<file path="src/rtl/pipeline_ctrl_pkg.sv">
// Shared types and constants for the pipeline stall/flush sequencer.
package pipeline_ctrl_pkg;

   // Default data-memory wait limit and stall counter width.
   localparam int PIPE_MAX_WAIT = 16;
   localparam int PIPE_CNT_W    = 16;

   // Register-specifier width of the RISC-V Lite register file.
   localparam int REG_W = 5;

   // Sequencer states.
   typedef enum logic [1:0] {
      IDLE     = 2'd0,
      RUN      = 2'd1,
      MEM_WAIT = 2'd2,
      ERR      = 2'd3
   } pipe_state_e;

   // Per-stage register enables plus the IF/ID flush request.
   typedef struct packed {
      logic pc_en;
      logic if_id_en;
      logic if_id_flush;
      logic id_ex_en;
      logic ex_mem_en;
      logic mem_wb_en;
   } PIPE_en_t;

   // Hazard control bundle seen by the decode stage.
   typedef struct packed {
      logic Ctrl_Mux_DE;
   } HAZARD_ctrl_o;

   // All five stage enables set to v, flush always cleared.
   function automatic PIPE_en_t pipe_en_fill(input logic v);
      PIPE_en_t e;
      e.pc_en       = v;
      e.if_id_en    = v;
      e.if_id_flush = 1'b0;
      e.id_ex_en    = v;
      e.ex_mem_en   = v;
      e.mem_wb_en   = v;
      return e;
   endfunction

endpackage

</file>
<file path="src/rtl/pipeline_ctrl_if.sv">
// Hazard inputs from the datapath and stage-control outputs back to it.
interface pipeline_ctrl_if;
   import pipeline_ctrl_pkg::*;

   logic [REG_W-1:0] ID_Rs1;
   logic [REG_W-1:0] ID_Rs2;
   logic [REG_W-1:0] EX_Rd;
   logic             EX_MemRead;
   logic             EX_branch_taken;
   logic             imem_ready;
   logic             dmem_req;
   logic             dmem_ready;

   HAZARD_ctrl_o     HAZARD_BP_o;
   logic             pc_en;
   logic             if_id_en;
   logic             if_id_flush;
   logic             id_ex_en;
   logic             ex_mem_en;
   logic             mem_wb_en;

   // Datapath side: reports hazard information, obeys the enables.
   modport master (
      output ID_Rs1, ID_Rs2, EX_Rd, EX_MemRead, EX_branch_taken,
             imem_ready, dmem_req, dmem_ready,
      input  HAZARD_BP_o, pc_en, if_id_en, if_id_flush,
             id_ex_en, ex_mem_en, mem_wb_en
   );

   // Controller side.
   modport slave (
      input  ID_Rs1, ID_Rs2, EX_Rd, EX_MemRead, EX_branch_taken,
             imem_ready, dmem_req, dmem_ready,
      output HAZARD_BP_o, pc_en, if_id_en, if_id_flush,
             id_ex_en, ex_mem_en, mem_wb_en
   );

endinterface

</file>
<file path="src/rtl/pipeline_ctrl_load_use_detect.sv">
// Load-use hazard compare: the load in EX writes a register that the
// instruction in ID reads. x0 never creates a dependency.
module load_use_detect
   import pipeline_ctrl_pkg::*;
(
   input  logic [REG_W-1:0] id_rs1,
   input  logic [REG_W-1:0] id_rs2,
   input  logic [REG_W-1:0] ex_rd,
   input  logic             ex_mem_read,
   output logic             hazard
);

   logic rd_nonzero_s;
   logic rd_match_s;

   assign rd_nonzero_s = (ex_rd != {REG_W{1'b0}});
   assign rd_match_s   = (ex_rd == id_rs1) || (ex_rd == id_rs2);
   assign hazard       = ex_mem_read && rd_nonzero_s && rd_match_s;

endmodule

</file>
<file path="src/rtl/pipeline_ctrl.sv">
// Stall/flush sequencer for the 5-stage pipeline. Outputs are Mealy:
// they depend on the current state and this cycle's hazard inputs.
module pipeline_ctrl
   import pipeline_ctrl_pkg::*;
#(
   parameter int MAX_WAIT = PIPE_MAX_WAIT,
   parameter int CNT_W    = PIPE_CNT_W
) (
   input  logic             CLK,
   input  logic             RSTn,
   input  logic             START,
   pipeline_ctrl_if.slave   hz,
   output logic             err,
   output logic [CNT_W-1:0] stall_cnt
);

   localparam int               WAIT_W    = (MAX_WAIT > 1) ? $clog2(MAX_WAIT) : 1;
   localparam logic [WAIT_W-1:0] WAIT_LAST = WAIT_W'(MAX_WAIT - 1);
   localparam logic [CNT_W-1:0]  CNT_MAX   = {CNT_W{1'b1}};

   pipe_state_e       state_r;
   pipe_state_e       state_s;
   logic [WAIT_W-1:0] wait_cnt_r;
   logic [WAIT_W-1:0] wait_cnt_s;
   logic [CNT_W-1:0]  stall_cnt_r;
   logic              err_r;
   PIPE_en_t          en_s;
   logic              mux_de_s;
   logic              load_use_s;
   logic              stall_cycle_s;

   load_use_detect u_load_use (
      .id_rs1      (hz.ID_Rs1),
      .id_rs2      (hz.ID_Rs2),
      .ex_rd       (hz.EX_Rd),
      .ex_mem_read (hz.EX_MemRead),
      .hazard      (load_use_s)
   );

   // Next-state, wait counter and stage-control decode with prioritised hazards.
   always_comb begin
      state_s    = state_r;
      wait_cnt_s = wait_cnt_r;
      en_s       = pipe_en_fill(1'b0);
      mux_de_s   = 1'b0;
      case (state_r)
         IDLE: begin
            if (START) begin
               state_s = RUN;
            end else begin
               state_s = IDLE;
            end
         end
         RUN: begin
            if (!START) begin
               state_s = IDLE;
            end else if (hz.dmem_req && !hz.dmem_ready) begin
               // Freeze everything while the data access is outstanding.
               mux_de_s   = 1'b1;
               state_s    = MEM_WAIT;
               wait_cnt_s = {WAIT_W{1'b0}};
            end else if (hz.EX_branch_taken) begin
               // Redirect wins over any younger-instruction hazard.
               en_s             = pipe_en_fill(1'b1);
               en_s.if_id_flush = 1'b1;
               mux_de_s         = 1'b0;
            end else if (load_use_s) begin
               // Hold PC and IF/ID, push a bubble into ID/EX for one cycle.
               en_s          = pipe_en_fill(1'b1);
               en_s.pc_en    = 1'b0;
               en_s.if_id_en = 1'b0;
               mux_de_s      = 1'b0;
            end else if (!hz.imem_ready) begin
               // No fetch data: keep PC, feed a NOP into IF/ID.
               en_s             = pipe_en_fill(1'b1);
               en_s.pc_en       = 1'b0;
               en_s.if_id_flush = 1'b1;
               mux_de_s         = 1'b1;
            end else begin
               en_s     = pipe_en_fill(1'b1);
               mux_de_s = 1'b1;
            end
         end
         MEM_WAIT: begin
            // START is ignored here: the outstanding access must finish.
            mux_de_s = 1'b1;
            if (hz.dmem_ready) begin
               en_s    = pipe_en_fill(1'b1);
               state_s = RUN;
            end else if (wait_cnt_r == WAIT_LAST) begin
               state_s = ERR;
            end else begin
               wait_cnt_s = wait_cnt_r + {{(WAIT_W-1){1'b0}}, 1'b1};
            end
         end
         ERR: begin
            state_s = ERR;
         end
         default: begin
            state_s = IDLE;
         end
      endcase
   end

   assign stall_cycle_s = ((state_r == RUN) || (state_r == MEM_WAIT)) && !en_s.pc_en;

   // State and wait-cycle counter registers.
   always_ff @(posedge CLK or negedge RSTn) begin
      if (!RSTn) begin
         state_r    <= IDLE;
         wait_cnt_r <= {WAIT_W{1'b0}};
      end else begin
         state_r    <= state_s;
         wait_cnt_r <= wait_cnt_s;
      end
   end

   // Saturating count of cycles lost to PC stalls while running.
   always_ff @(posedge CLK or negedge RSTn) begin
      if (!RSTn) begin
         stall_cnt_r <= {CNT_W{1'b0}};
      end else if (stall_cycle_s && (stall_cnt_r != CNT_MAX)) begin
         stall_cnt_r <= stall_cnt_r + {{(CNT_W-1){1'b0}}, 1'b1};
      end else begin
         stall_cnt_r <= stall_cnt_r;
      end
   end

   // Sticky timeout flag, cleared only by reset.
   always_ff @(posedge CLK or negedge RSTn) begin
      if (!RSTn) begin
         err_r <= 1'b0;
      end else if (state_s == ERR) begin
         err_r <= 1'b1;
      end else begin
         err_r <= err_r;
      end
   end

   assign hz.pc_en                   = en_s.pc_en;
   assign hz.if_id_en                = en_s.if_id_en;
   assign hz.if_id_flush             = en_s.if_id_flush;
   assign hz.id_ex_en                = en_s.id_ex_en;
   assign hz.ex_mem_en               = en_s.ex_mem_en;
   assign hz.mem_wb_en               = en_s.mem_wb_en;
   assign hz.HAZARD_BP_o.Ctrl_Mux_DE = mux_de_s;
   assign err                        = err_r;
   assign stall_cnt                  = stall_cnt_r;

endmodule
</file>
<file path="src/flat_wrapper.sv">
// flat-port wrapper written by rule: the top's interface ports become plain ports
module pipeline_ctrl_flat import pipeline_ctrl_pkg::*;
#(
   parameter int MAX_WAIT = PIPE_MAX_WAIT,
   parameter int CNT_W    = PIPE_CNT_W
)
  (CLK, RSTn, START, err, stall_cnt, hz_ID_Rs1, hz_ID_Rs2, hz_EX_Rd, hz_EX_MemRead, hz_EX_branch_taken, hz_imem_ready, hz_dmem_req, hz_dmem_ready, hz_HAZARD_BP_o, hz_pc_en, hz_if_id_en, hz_if_id_flush, hz_id_ex_en, hz_ex_mem_en, hz_mem_wb_en);
  pipeline_ctrl_if hz_i ();
  input  logic CLK;
  input  logic RSTn;
  input  logic START;
  output logic err;
  output logic [CNT_W-1:0] stall_cnt;
  input wire logic [$bits(hz_i.ID_Rs1)-1:0] hz_ID_Rs1;
  input wire logic [$bits(hz_i.ID_Rs2)-1:0] hz_ID_Rs2;
  input wire logic [$bits(hz_i.EX_Rd)-1:0] hz_EX_Rd;
  input wire logic [$bits(hz_i.EX_MemRead)-1:0] hz_EX_MemRead;
  input wire logic [$bits(hz_i.EX_branch_taken)-1:0] hz_EX_branch_taken;
  input wire logic [$bits(hz_i.imem_ready)-1:0] hz_imem_ready;
  input wire logic [$bits(hz_i.dmem_req)-1:0] hz_dmem_req;
  input wire logic [$bits(hz_i.dmem_ready)-1:0] hz_dmem_ready;
  output wire logic [$bits(hz_i.HAZARD_BP_o)-1:0] hz_HAZARD_BP_o;
  output wire logic [$bits(hz_i.pc_en)-1:0] hz_pc_en;
  output wire logic [$bits(hz_i.if_id_en)-1:0] hz_if_id_en;
  output wire logic [$bits(hz_i.if_id_flush)-1:0] hz_if_id_flush;
  output wire logic [$bits(hz_i.id_ex_en)-1:0] hz_id_ex_en;
  output wire logic [$bits(hz_i.ex_mem_en)-1:0] hz_ex_mem_en;
  output wire logic [$bits(hz_i.mem_wb_en)-1:0] hz_mem_wb_en;
  assign hz_i.ID_Rs1 = hz_ID_Rs1;
  assign hz_i.ID_Rs2 = hz_ID_Rs2;
  assign hz_i.EX_Rd = hz_EX_Rd;
  assign hz_i.EX_MemRead = hz_EX_MemRead;
  assign hz_i.EX_branch_taken = hz_EX_branch_taken;
  assign hz_i.imem_ready = hz_imem_ready;
  assign hz_i.dmem_req = hz_dmem_req;
  assign hz_i.dmem_ready = hz_dmem_ready;
  assign hz_HAZARD_BP_o = hz_i.HAZARD_BP_o;
  assign hz_pc_en = hz_i.pc_en;
  assign hz_if_id_en = hz_i.if_id_en;
  assign hz_if_id_flush = hz_i.if_id_flush;
  assign hz_id_ex_en = hz_i.id_ex_en;
  assign hz_ex_mem_en = hz_i.ex_mem_en;
  assign hz_mem_wb_en = hz_i.mem_wb_en;
  pipeline_ctrl #(.MAX_WAIT(MAX_WAIT), .CNT_W(CNT_W)) u_core (.CLK(CLK), .RSTn(RSTn), .START(START), .hz(hz_i), .err(err), .stall_cnt(stall_cnt));
endmodule
</file>
<file path="config.mk">
export PLATFORM = sky130hd
export DESIGN_NAME = pipeline_ctrl_flat
export DESIGN_NICKNAME = d
export VERILOG_FILES = /design/src/rtl/pipeline_ctrl_pkg.sv /design/src/rtl/pipeline_ctrl_if.sv /design/src/rtl/pipeline_ctrl_load_use_detect.sv /design/src/rtl/pipeline_ctrl.sv /design/src/flat_wrapper.sv
export SDC_FILE = /design/constraint.sdc
export NUM_CORES = 1
export LEC_CHECK = 0
export ABC_CLOCK_PERIOD_IN_PS = 2300
export BUFFER_PORTS_ARGS = -buffer_cell sky130_fd_sc_hd__clkbuf_2
export CORE_ASPECT_RATIO = 1.5
export CORE_MARGIN = 5
export CORE_UTILIZATION = 50
export DETAILED_ROUTE_END_ITERATION = 7
export GPL_TIMING_DRIVEN = 1
export PLACE_DENSITY = 0.78
export SLEW_MARGIN = 20
export SYNTH_ARGS = -nofsm -noshare
export SYNTH_HDL_FRONTEND = slang
export SYNTH_SLANG_ARGS = --single-unit
</file>
<file path="constraint.sdc">
create_clock -name CLK -period 2.3 [get_ports CLK]
set_input_delay 0.46 -clock CLK [delete_from_list [all_inputs] [get_ports CLK]]
set_output_delay 0.46 -clock CLK [all_outputs]
set_load 0.01 [all_outputs]
</file>
# Yosys cells after proc, flatten, opt, wreduce, memory -nomap -nowiden
# Index checks and enable logic that the tools add are counted.
# totals
ff_bits	23
inputBits	23
out_inout_bits	24
word_cells	54
# classes
n_addsub	2
n_eq_ne	12
n_mux	23
n_reduce_logical	13
# op_table
operator	n
6-bit two-way mux	6
16-bit by 1-bit adder with 16-bit output, second input constant	1
4-bit two-way mux	4
16-bit inequality test, second input constant	1
6-bit case mux with 2 select lines	1
5-bit == test	2
2-bit two-way mux	4
2-bit case mux with 4 select lines	1
4-bit case mux with 2 select lines	1
2-bit == test, second input constant	3
2-bit inequality test, second input constant	3
1-bit logical AND	5
1-bit two-way mux	5
5-bit AND reduction	1
5-bit nonzero test	1
4-bit by 1-bit adder with 4-bit output, second input constant	1
4-bit == test, second input constant	1
2-bit by 1-bit == test with 1-bit output, second input constant	1
1-bit zero test	2
2-bit zero test	1
1-bit logical OR	2
2-bit by 1-bit inequality test with 1-bit output, second input constant	1
1-bit case mux with 2 select lines	1
2-bit nonzero test	1

# Depth between registers and ports, before layout
# Gate-level depths: netlist of the first run.
# logic_depth
word_depth	11
depth_mapped	8
depth_no_buf	7

# Hierarchy
# From an unflattened synthesis of the first run, not the netlist that was laid out.
# hier_totals
hier_cells	155
area_unflattened_um2	1500.2
# by_module_without_submodules
mod	instances	cells_per_inst	area_each_um2	seq_area_each_um2
pipeline_ctrl	1	138	1375.1	575.6
load_use_detect	1	17	125.1	0.0

# Least setup slack after synthesis of the first run
# OpenSTA, ideal clock, no wires.
# synth_path
path_kind	input to output
start	in hz_EX_Rd[0]
end	out hz_pc_en
arrival_ns	1.652
t_required_ns	1.840
setup_slack_ns	0.188
path_stages	5
n_path_buf	1
cell_sequence	or4_1 o21ai_2 o41ai_4 buf_6 nor2_1
# synth_via
elab_chain_cells	8
elab_cells_between_ends	11
classes_between	eq/ne (2); mux (5); reduce/logical (4)
# synth_rtl
element	line_no	rtl
from (decl)	flat_wrapper.sv:16	input wire logic [$bits(hz_i.EX_Rd)-1:0] hz_EX_Rd;
5-bit == test or 5-bit nonzero test (tied branches)	pipeline_ctrl_load_use_detect.sv:17, pipeline_ctrl_load_use_detect.sv:16	
1-bit logical OR or 1-bit logical AND (tied branches)	pipeline_ctrl_load_use_detect.sv:17, pipeline_ctrl_load_use_detect.sv:18	
1-bit logical AND (*)	pipeline_ctrl_load_use_detect.sv:18	assign hazard = ex_mem_read && rd_nonzero_s && rd_match_s;
6-bit two-way mux (*)	pipeline_ctrl.sv:67	end else if (load_use_s) begin
6-bit two-way mux (*)	pipeline_ctrl.sv:62	end else if (hz.EX_branch_taken) begin
6-bit two-way mux (*)	pipeline_ctrl.sv:57	end else if (hz.dmem_req && !hz.dmem_ready) begin
6-bit two-way mux (*)	pipeline_ctrl.sv:55	if (!START) begin
6-bit case mux with 2 select lines (*)	pipeline_ctrl.sv:46	case (state_r)
to (decl)	flat_wrapper.sv:23	output wire logic [$bits(hz_i.pc_en)-1:0] hz_pc_en;
# Every way passes the cells marked *; elsewhere a longest branch is shown, timed or not.

# Worst setup path after layout of the first run
# layout_path
start	reg u_core.state_r[0]
end	out hz_if_id_en
# layout_via
elab_chain_cells	2
elab_cells_between_ends	3
classes_between	eq/ne (2); mux (1)
# layout_rtl
element	line_no	rtl
from (decl)	pipeline_ctrl.sv:21	pipe_state_e state_r;
from (signal assigned)	pipeline_ctrl.sv:113	state_r <= state_s;
2-bit == test or 2-bit by 1-bit == test with 1-bit output (tied branches)	pipeline_ctrl.sv:46	
6-bit case mux with 2 select lines (*)	pipeline_ctrl.sv:46	
to (decl)	flat_wrapper.sv:24	output wire logic [$bits(hz_i.if_id_en)-1:0] hz_if_id_en;
# Marked as above.

==> impl_metrics.toml, run 1 <==
[grt]
grt_overflow_total = 0
grtUsageTotal = 0.186
grt_pass1_vias = 1384
grt_antenna_before_repair = 0
grt_pass1_wl_mm = 6.09
grt_max_degree = 24

[die]
io_pins = 47
placementRows = 24
start_util = 0.523
fp.dieH_um = 77.6
die_x_um = 55.1
die-area_um2 = 4270
coreArea_um2 = 2910

[worst_setup_path]
crit_path_start = "u_core.state_r[0]"
rrSetupSlack_ps = 300
reg2regPathDepth = 8
critPathMaxFanout = 3
path_class = "reg -> out"
r2r_end = "u_core.stall_cnt[1]"
critPathArrivalTime_ps = 1780
r2r_start = "u_core.state_r[0]"
crit_end = "hz_if_id_en"
worstPathRequired_ps = 1840
cp-start-kind = "flop"
cp-end-kind = "output pin"

[placed_design]
place_inst = 242
place_congestion = 0.792
place_ws_ps = 45.2
io_buffers = 46
hpwl_mm = 2.94

[timing]
finClkSkew_ps = 2.01
tightest_slew_ps = 558
setup_ws_ps = 59.7
slew_headroom = 0.628
report.final.slew_viol_count = 0
final.setup.tns_ps = 0
rsz0062_at_grt = "no"
period_minus_slack_ps = 2240
hold_viol = 0
setup-violations-final = 0
period_share = 0.974
timing.fmax_mhz = 446

[yosys]
yosys_warnings = 0
synth_edf_count = 0
muxShareOfSynthArea = 0.0238
synthSimpleGateAreaFrac = 0.240
ys_ff_latch = 23
synth_xor_area_frac = 0.144
async_flop_share = 1.00
synthAdderAreaFrac = 0.0493
synth_ff_type = "dfrtp_1"
synth_area_per_cell_um2 = 9.71
syn_inst = 157
ys_types = 38
synth-compound-area-share = 0.124
syn_area_um2 = 1520
synth_top_family_by_area = "simple AND/OR/NAND/NOR gates"
synth_seq_area_share = 0.378
syn_nets = 186

[drt]
ant_nets = 0
drc_errors = 0
drt_first_iter_violations = 61
wl_mm = 3.75
drt-vias-per-instance = 5.59
vias = 1380
dr.pass1.iters = 4
avgRoutedWirePerCell_um = 15.2

[power]
p_leak_uw = 0.000902
p_per_area_nw_per_um2 = 595
p_total_uw = 1140
ir_drop_uv = 615

[clock_tree]
numCtsBuffers = 3
cts.clk_slew.worst_paths_ps = 80
htree_levels = 1
clk_latency_ps = 270
clockBufferDepth = 2
cts_sinks = 23
cts_tree = "yes"
cts_hold_buf = 0
cts-root-buf = "clkbuf_8"

[worst_hold_path]
hp-class = "in -> async"

[layout]
fin_cells = 247
drive_above_1_share = 0.394
utilization = 0.656
antenna-diode-count = 0
fin_nets = 238
synthToLayoutAreaGrowth_pct = 25.4

[flow_run]
max-cap-violations = 0

[outcome]
outcome = "finished clean"
[cell families after synthesis]
| family | Yosys count |
|---|---|
| simple gates | 63 |
| compound gates | 25 |
| xor+xnor | 25 |
| flops | 23 |
| buf+inv | 12 |
| fa+ha+maj | 6 |
| mux | 3 |
[per-stage QoR]
stage | hold slack (ps) | area [um^2]
2_1_floorplan | 164 | 1520
3_3_place_gp | 454 | 1800
3_5_place_dp | 453 | 1800
4_1_cts | 196 | 1860
5_1_grt | 220 | 1910
6_report | 166 | 1910
[worst max-delay path, cell delays in order, from the launching register on]
cell and delay, ps:
dfrtp_1 380, inv_1 90, ha_1 230, nand2_2 130
inv_1 110, o41a_1 430, clkbuf_2 150
[cell usage in the layout, fill, tap and decap left out, drive strengths merged]
cell type and n:
a22o 2, dfrtp 23, nand3 15, inv 7
and3 9, mux2i 1, nand2b 1, nand4 5
nor3 3, o211a 1, xnor2 15, or2 1
o21a 1, a21oi 4, nand4b 1, or4 1
buf 6, mux2 2, o41a 1, xor2 10
clkbuf 50, a21o 1, nand2 12, a22oi 2
o31ai 1, ha 6, o41ai 1, nor2 15
a31oi 1, o21ai 10
[how the worst min path moves through the flow]
stage	cells after the start	from	slack [ps]	to
after CTS	1	RSTn	200	u_core.stall_cnt[2]
after global placement	1	u_core.err	450	u_core.err
after detailed placement	1	u_core.err	450	u_core.err
final	1	RSTn	170	u_core.stall_cnt[0]
after global routing	1	RSTn	220	u_core.stall_cnt[0]
after floorplan	0	RSTn	160	u_core.err
[where the power goes]
part / internal (uW) / switching, uW / total (uW)
combinational: 167 / 186 / 353
clock: 124 / 128 / 252
sequential: 458 / 74.8 / 533
total: 749 / 388 / 1140
[routing by layer]
| layer | part of all wire | wire (um) | GRT usage | vias to the layer above |
|---|---|---|---|---|
| met5 | 0 | 0 | 0 | - |
| met4 | 0.023 | 88 | 0.0633 | 0 |
| met3 | 0.051 | 192 | 0.0268 | 13 |
| met2 | 0.56 | 2100 | 0.329 | 49 |
| met1 | 0.37 | 1370 | 0.219 | 668 |
| li1 | - | - | - | 650 |
[flip-flops by register name (all words and copies together), names as in the netlist]
register           flops
u_core.wait_cnt_r      4
u_core.stall_cnt      16
u_core.err             1
u_core.state_r         2
[synthesized netlist by cell type, drive strengths merged, types with 3 or more instances]
cell type / number / share of area
a21oi: 4 / 0.013
and3: 9 / 0.037
buf: 4 / 0.022
dfrtp: 23 / 0.38
ha: 6 / 0.049
inv: 7 / 0.017
nand2: 12 / 0.031
nand3: 15 / 0.079
nand4: 5 / 0.021
nor2: 15 / 0.037
nor3: 3 / 0.016
o21ai: 10 / 0.035
xnor2: 15 / 0.086
xor2: 10 / 0.057
[what timing repair did]
item / 4_1_cts / 5_1_grt
endpoints found under the setup margin: 2 / 3
pin swaps: 0 / 3
buffers inserted: 0 / 1
gates cloned: 0 / 0
resized for setup: 4 / 10
[area by class of cell]
type | count | area [um^2]
Fill cell | 243 | 1000
Multi-Input combinational cell | 122 | 936
Sequential cell | 23 | 576
Timing Repair Buffer | 52 | 279
Tap cell | 39 | 48.8
Clock buffer | 4 | 45.0
Inverter | 7 | 26.3
No activity file was read; power rests on OpenSTA's default activity.
==> run 2, diff against run 1 <==
- ABC_AREA: not set -> 1
- ABC_CLOCK_PERIOD_IN_PS: 2300 -> not set
- PLACE_DENSITY: 0.78 -> 0.76
- RECOVER_POWER: not set -> 50
==> impl_metrics.toml, run 2 <==
[timing]
finClkSkew_ps = 1.33
final.setup.tns_ps = 0
setup_ws_ps = 39.3
whs_ps = 420
hold_viol = 0
period_share = 0.983
period_minus_slack_ps = 2260
report.final.slew_viol_count = 0
timing.fmax_mhz = 442
slew_headroom = 0.208
tightest_slew_ps = 1190
setup-violations-final = 0

[placed_design]
place_ws_ps = 231
place_congestion = 0.842
hpwl_mm = 3.24
io_buffers = 46

[drt]
vias = 1778
drt_first_iter_violations = 100
dr.pass1.iters = 4
avgRoutedWirePerCell_um = 12.0
drc_errors = 0
wl_mm = 4.16
drt-vias-per-instance = 5.12
ant_nets = 0

[layout]
register_area_um2 = 576
utilization = 0.614
layout_common_cells = "69 x nand2_1, 35 x inv_1, 33 x clkbuf_2"
largest_reg_flops = 16
drive_above_1_share = 0.223
antenna-diode-count = 0
synthToLayoutAreaGrowth_pct = 18.2
fin_nets = 335
n_fill_cell = 341
layout_commonest_cell = "nand2_1"
multi_input_area_um2 = 1020

[worst_hold_path]
hp-class = "in -> async"

[grt]
grtUsageTotal = 0.174
grt_max_degree = 24
grt_pass1_vias = 1745
grt_antenna_before_repair = 0
grt_overflow_total = 0
grt_pass1_wl_mm = 6.92

[yosys]
synth.most_common_cell = "nand2_1"
synth_area_per_cell_um2 = 6.95
synth_seq_area_share = 0.325
syn_nets = 284
syn_area_um2 = 1770
synth_top_cell_by_area = "dfrtp_1"
synth_edf_count = 0
ys_ff_latch = 23
netlist_top_cells_area = "dfrtp_1 32%, nand2_1 15%, nand3_1 7.6%, inv_1 7.4%, nor2_1 4.7%"
netlist.area_leader.share = 0.325
async_flop_share = 1.00
ys_top_cells_by_count = "70 x nand2_1, 35 x inv_1, 27 x nand3_1"
syn_inst = 255
yosys_warnings = 0
synth_ff_type = "dfrtp_1"
ys_types = 30

[worst_setup_path]
cp_slowest_cell = "dfrtp_1"
path_cells = "inv_1, ha_2, nand2_1, nor2_2, inv_1, nand2_1, o21ai_0, o21bai_4, nor2_1, buf_2"
cp_slowest_stage_delay_ps = 400
critPathMaxFanout = 3
cp-end-kind = "output pin"
worstPathRequired_ps = 1840
cp-start-kind = "flop"
path_class = "reg -> out"
critPathArrivalTime_ps = 1800
reg2regPathDepth = 11

[clock_tree]
cts_sinks = 23
htree_levels = 1
cts.clk_slew.worst_paths_ps = 70
clockBufferDepth = 2
clk_latency_ps = 260
cts_tree = "yes"
cts_hold_buf = 0
cts-root-buf = "clkbuf_8"
numCtsBuffers = 3

[power]
p_per_area_nw_per_um2 = 340
p_leak_uw = 0.00114
p_total_uw = 712
ir_drop_uv = 359

[die]
coreArea_um2 = 3420
start_util = 0.519
fp.dieH_um = 82.9
die_x_um = 58.6
placementRows = 26
io_pins = 47
die-area_um2 = 4860

[outcome]
outcome = "finished clean"

[flow_run]
max-cap-violations = 0
## run 2: final timing paths
| check | end | start | slack [ps] |
|---|---|---|---|
| setup reg to reg | u_core.stall_cnt[2] | u_core.state_r[1] | 220 |
| min in group CLK | u_core.err | u_core.err | 460 |
| max in group asynchronous | u_core.stall_cnt[1] | RSTn | 1180 |
| hold / removal | u_core.err | RSTn | 420 |
| hold reg to reg | u_core.err | u_core.err | 460 |
| setup / recovery | hz_pc_en | u_core.state_r[1] | 40 |
## run 2: cell type report
cell class / count / share of cell area
clock buffer: 4 / 0.0215
inverter: 40 / 0.0716
multi-input combinational: 187 / 0.487
sequential: 23 / 0.275
tap: 42 / 0.0251
timing repair buffer: 51 / 0.121
## run 2: logic make-up after synthesis
group                      Yosys count  share of synthesized area
buffers and inverters               45                      0.111
DFF                                 23                      0.325
adders and majority gates            6                     0.0423
xor gates and xnor gates            16                     0.0790
and+or+nand+nor                    144                      0.366
muxes                                1                    0.00635
AOI/OAI and AO/OA                   20                     0.0699
## run 2: worst max-delay path: cells and delay by family (launching register included)
family | cells | cell delay [ps]
and+or+nand+nor | 4 | 380
adders and majority gates | 1 | 200
buffers and inverters | 3 | 290
AOI/OAI and AO/OA | 2 | 270
DFF | 1 | 400
## run 2: per-layer routing
layer | track usage | share of wire | vias to the layer above
met5 | 0 | 0 | -
met3 | 0.0109 | 0.049 | 13
met1 | 0.189 | 0.38 | 817
met4 | 0.0825 | 0.031 | 0
met2 | 0.325 | 0.53 | 55
li1 | - | - | 893
## run 2: power breakdown
part           internal, uW  switching, uW  total, uW
logic                  26.8           38.2       64.9
clock network           123            120        243
registers               404              0        404
total                   554            158        712
## run 2: what timing repair did
item | 4_1_cts | 5_1_grt
pin swaps | 0 | 1
buffers inserted | 1 | 3
gates resized for setup | 4 | 2
gates cloned | 0 | 0
setup endpoints to repair | 1 | 1
## run 2: through the flow
stage,instances,cell area (um^2)
after CTS,344,2080
final,347,2100
after global routing,347,2100
after detailed placement,339,2020
after floorplan,255,1770
after global placement,339,2020
==> run 3, diff against run 2 <==
- CORE_ASPECT_RATIO: 1.5 -> not set
- GPL_ROUTABILITY_DRIVEN: not set -> 1
==> impl_metrics.toml, run 3 (synthesized netlist as in run 2, its figures left out) <==
[die]
placementRows = 21
die-area_um2 = 4840
die_x_um = 69.5
fp.dieH_um = 69.5
io_pins = 47
coreArea_um2 = 3390
start_util = 0.523

[timing]
slew_headroom = 0.196
finClkSkew_ps = 6.87
rsz0062_at_grt = "yes"
tightest_slew_ps = 1210
period_share = 0.971
whs_ps = 358
hold_viol = 0
timing.fmax_mhz = 448
setup-violations-final = 0
report.final.slew_viol_count = 0
period_minus_slack_ps = 2230

[layout]
layout_common_cells = "68 x nand2_1, 38 x clkbuf_2, 33 x inv_1"
drive_above_1_share = 0.252
layout_commonest_cell = "nand2_1"
largest_reg_flops = 16
utilization = 0.620
antenna-diode-count = 0
synthToLayoutAreaGrowth_pct = 18.6
fin_nets = 335
n_fill_cell = 312

[worst_setup_path]
reg2regPathDepth = 9
cp.depth = 9
cp_slowest_cell = "dfrtp_1"
r2r_end = "u_core.stall_cnt[12]"
crit_end = "hz_pc_en"
r2r_start = "u_core.stall_cnt[0]"
rrSetupSlack_ps = 380
cp_slowest_stage_delay_ps = 480
crit_path_start = "u_core.state_r[0]"
path_class = "reg -> out"
cp-end-kind = "output pin"
critPathArrivalTime_ps = 1770
cp_common_cell = "nand2_1"
worstPathRequired_ps = 1840
cp-start-kind = "flop"
critical-path-top-delay-family = "flip-flops"
path_cells = "ha_4, nand2_1, nor2_2, inv_1, nand2_1, o21ai_1, o21bai_4, nor2_1, buf_2"
cp.buffers_inverters = 2
critPathMaxFanout = 4

[clock_tree]
cts_tree = "yes"
cts_sinks = 23
clockBufferDepth = 2
clk_latency_ps = 320
cts-root-buf = "clkbuf_4"
htree_levels = 1
cts.clk_slew.worst_paths_ps = 130
numCtsBuffers = 3

[drt]
wl_mm = 4.00
ant_nets = 0
drc_errors = 0
avgRoutedWirePerCell_um = 11.4
vias = 1759
drt_first_iter_violations = 82
dr.pass1.iters = 4
drt-vias-per-instance = 5.01

[grt]
grt_pass1_vias = 1666
grt_overflow_total = 0
grt_antenna_before_repair = 0
grtUsageTotal = 0.167
grt_pass1_wl_mm = 6.85
grt_max_degree = 24

[outcome]
outcome = "finished clean"

[flow_run]
max-cap-violations = 0

[worst_hold_path]
hp-class = "in -> async"

[placed_design]
hpwl_mm = 3.00
io_buffers = 46
place_congestion = 0.822

[power]
p_per_area_nw_per_um2 = 312
p_leak_uw = 0.00115
ir_drop_uv = 285
run 3: changes by cell type in the layout (fill, tap and decap cells not counted), sizes merged:
| cell | previous run | this run |
|---|---|---|
| clkbuf | 49 | 48 |
| clkinv | 1 | 2 |
run 3: area by class of cell:
cell class	instances	area, um^2	share of cell area
clock buffers	3	22.5	0.0107
clock inverters	1	5.00	0.00238
inverters	40	150	0.0714
multi-input cells	187	1030	0.491
flip-flops and latches	23	576	0.274
well taps	46	57.6	0.0274
repair buffers	51	259	0.123
run 3: through the flow:
stage	power, uW	cells	setup TNS [ps]	instance area, um^2	setup slack [ps]
2_1_floorplan	441	255	0	1770	271
3_5_place_dp	477	343	0	2020	255
4_1_cts	666	349	0	2080	14.8
3_3_place_gp	476	343	0	2020	290
5_1_grt	692	351	-141	2100	-80.5
6_report	656	351	0	2100	66.4
run 3: worst min path at each step:
stage	end	start	slack, ps	cells past startpoint
2_1_floorplan	u_core.err	RSTn	160	0
3_3_place_gp	u_core.err	u_core.err	460	1
3_5_place_dp	u_core.err	u_core.err	460	1
4_1_cts	u_core.stall_cnt[4]	RSTn	130	1
5_1_grt	u_core.state_r[0]	START	390	2
6_report	u_core.stall_cnt[4]	RSTn	360	1
run 3: repair_timing:
action                                 CTS  global route
buffers inserted                         2             2
hold buffers                             0             0
setup endpoints to repair                1             2
pin swaps                                0             1
endpoints found under the hold margin    0             0
gates resized for setup                  4             7
run 3: per-layer routing:
layer  part of all wire  track usage
met1               0.43        0.195
met2               0.49        0.305
met3              0.067       0.0449
met4             0.0085       0.0325
met5                  0            0
run 3: power by group:
group / total, uW / switching [uW] / internal, uW
sequential: 404 / 0 / 404
combinational: 65.4 / 38.6 / 26.8
clock: 187 / 122 / 65.1
total: 656 / 160 / 496
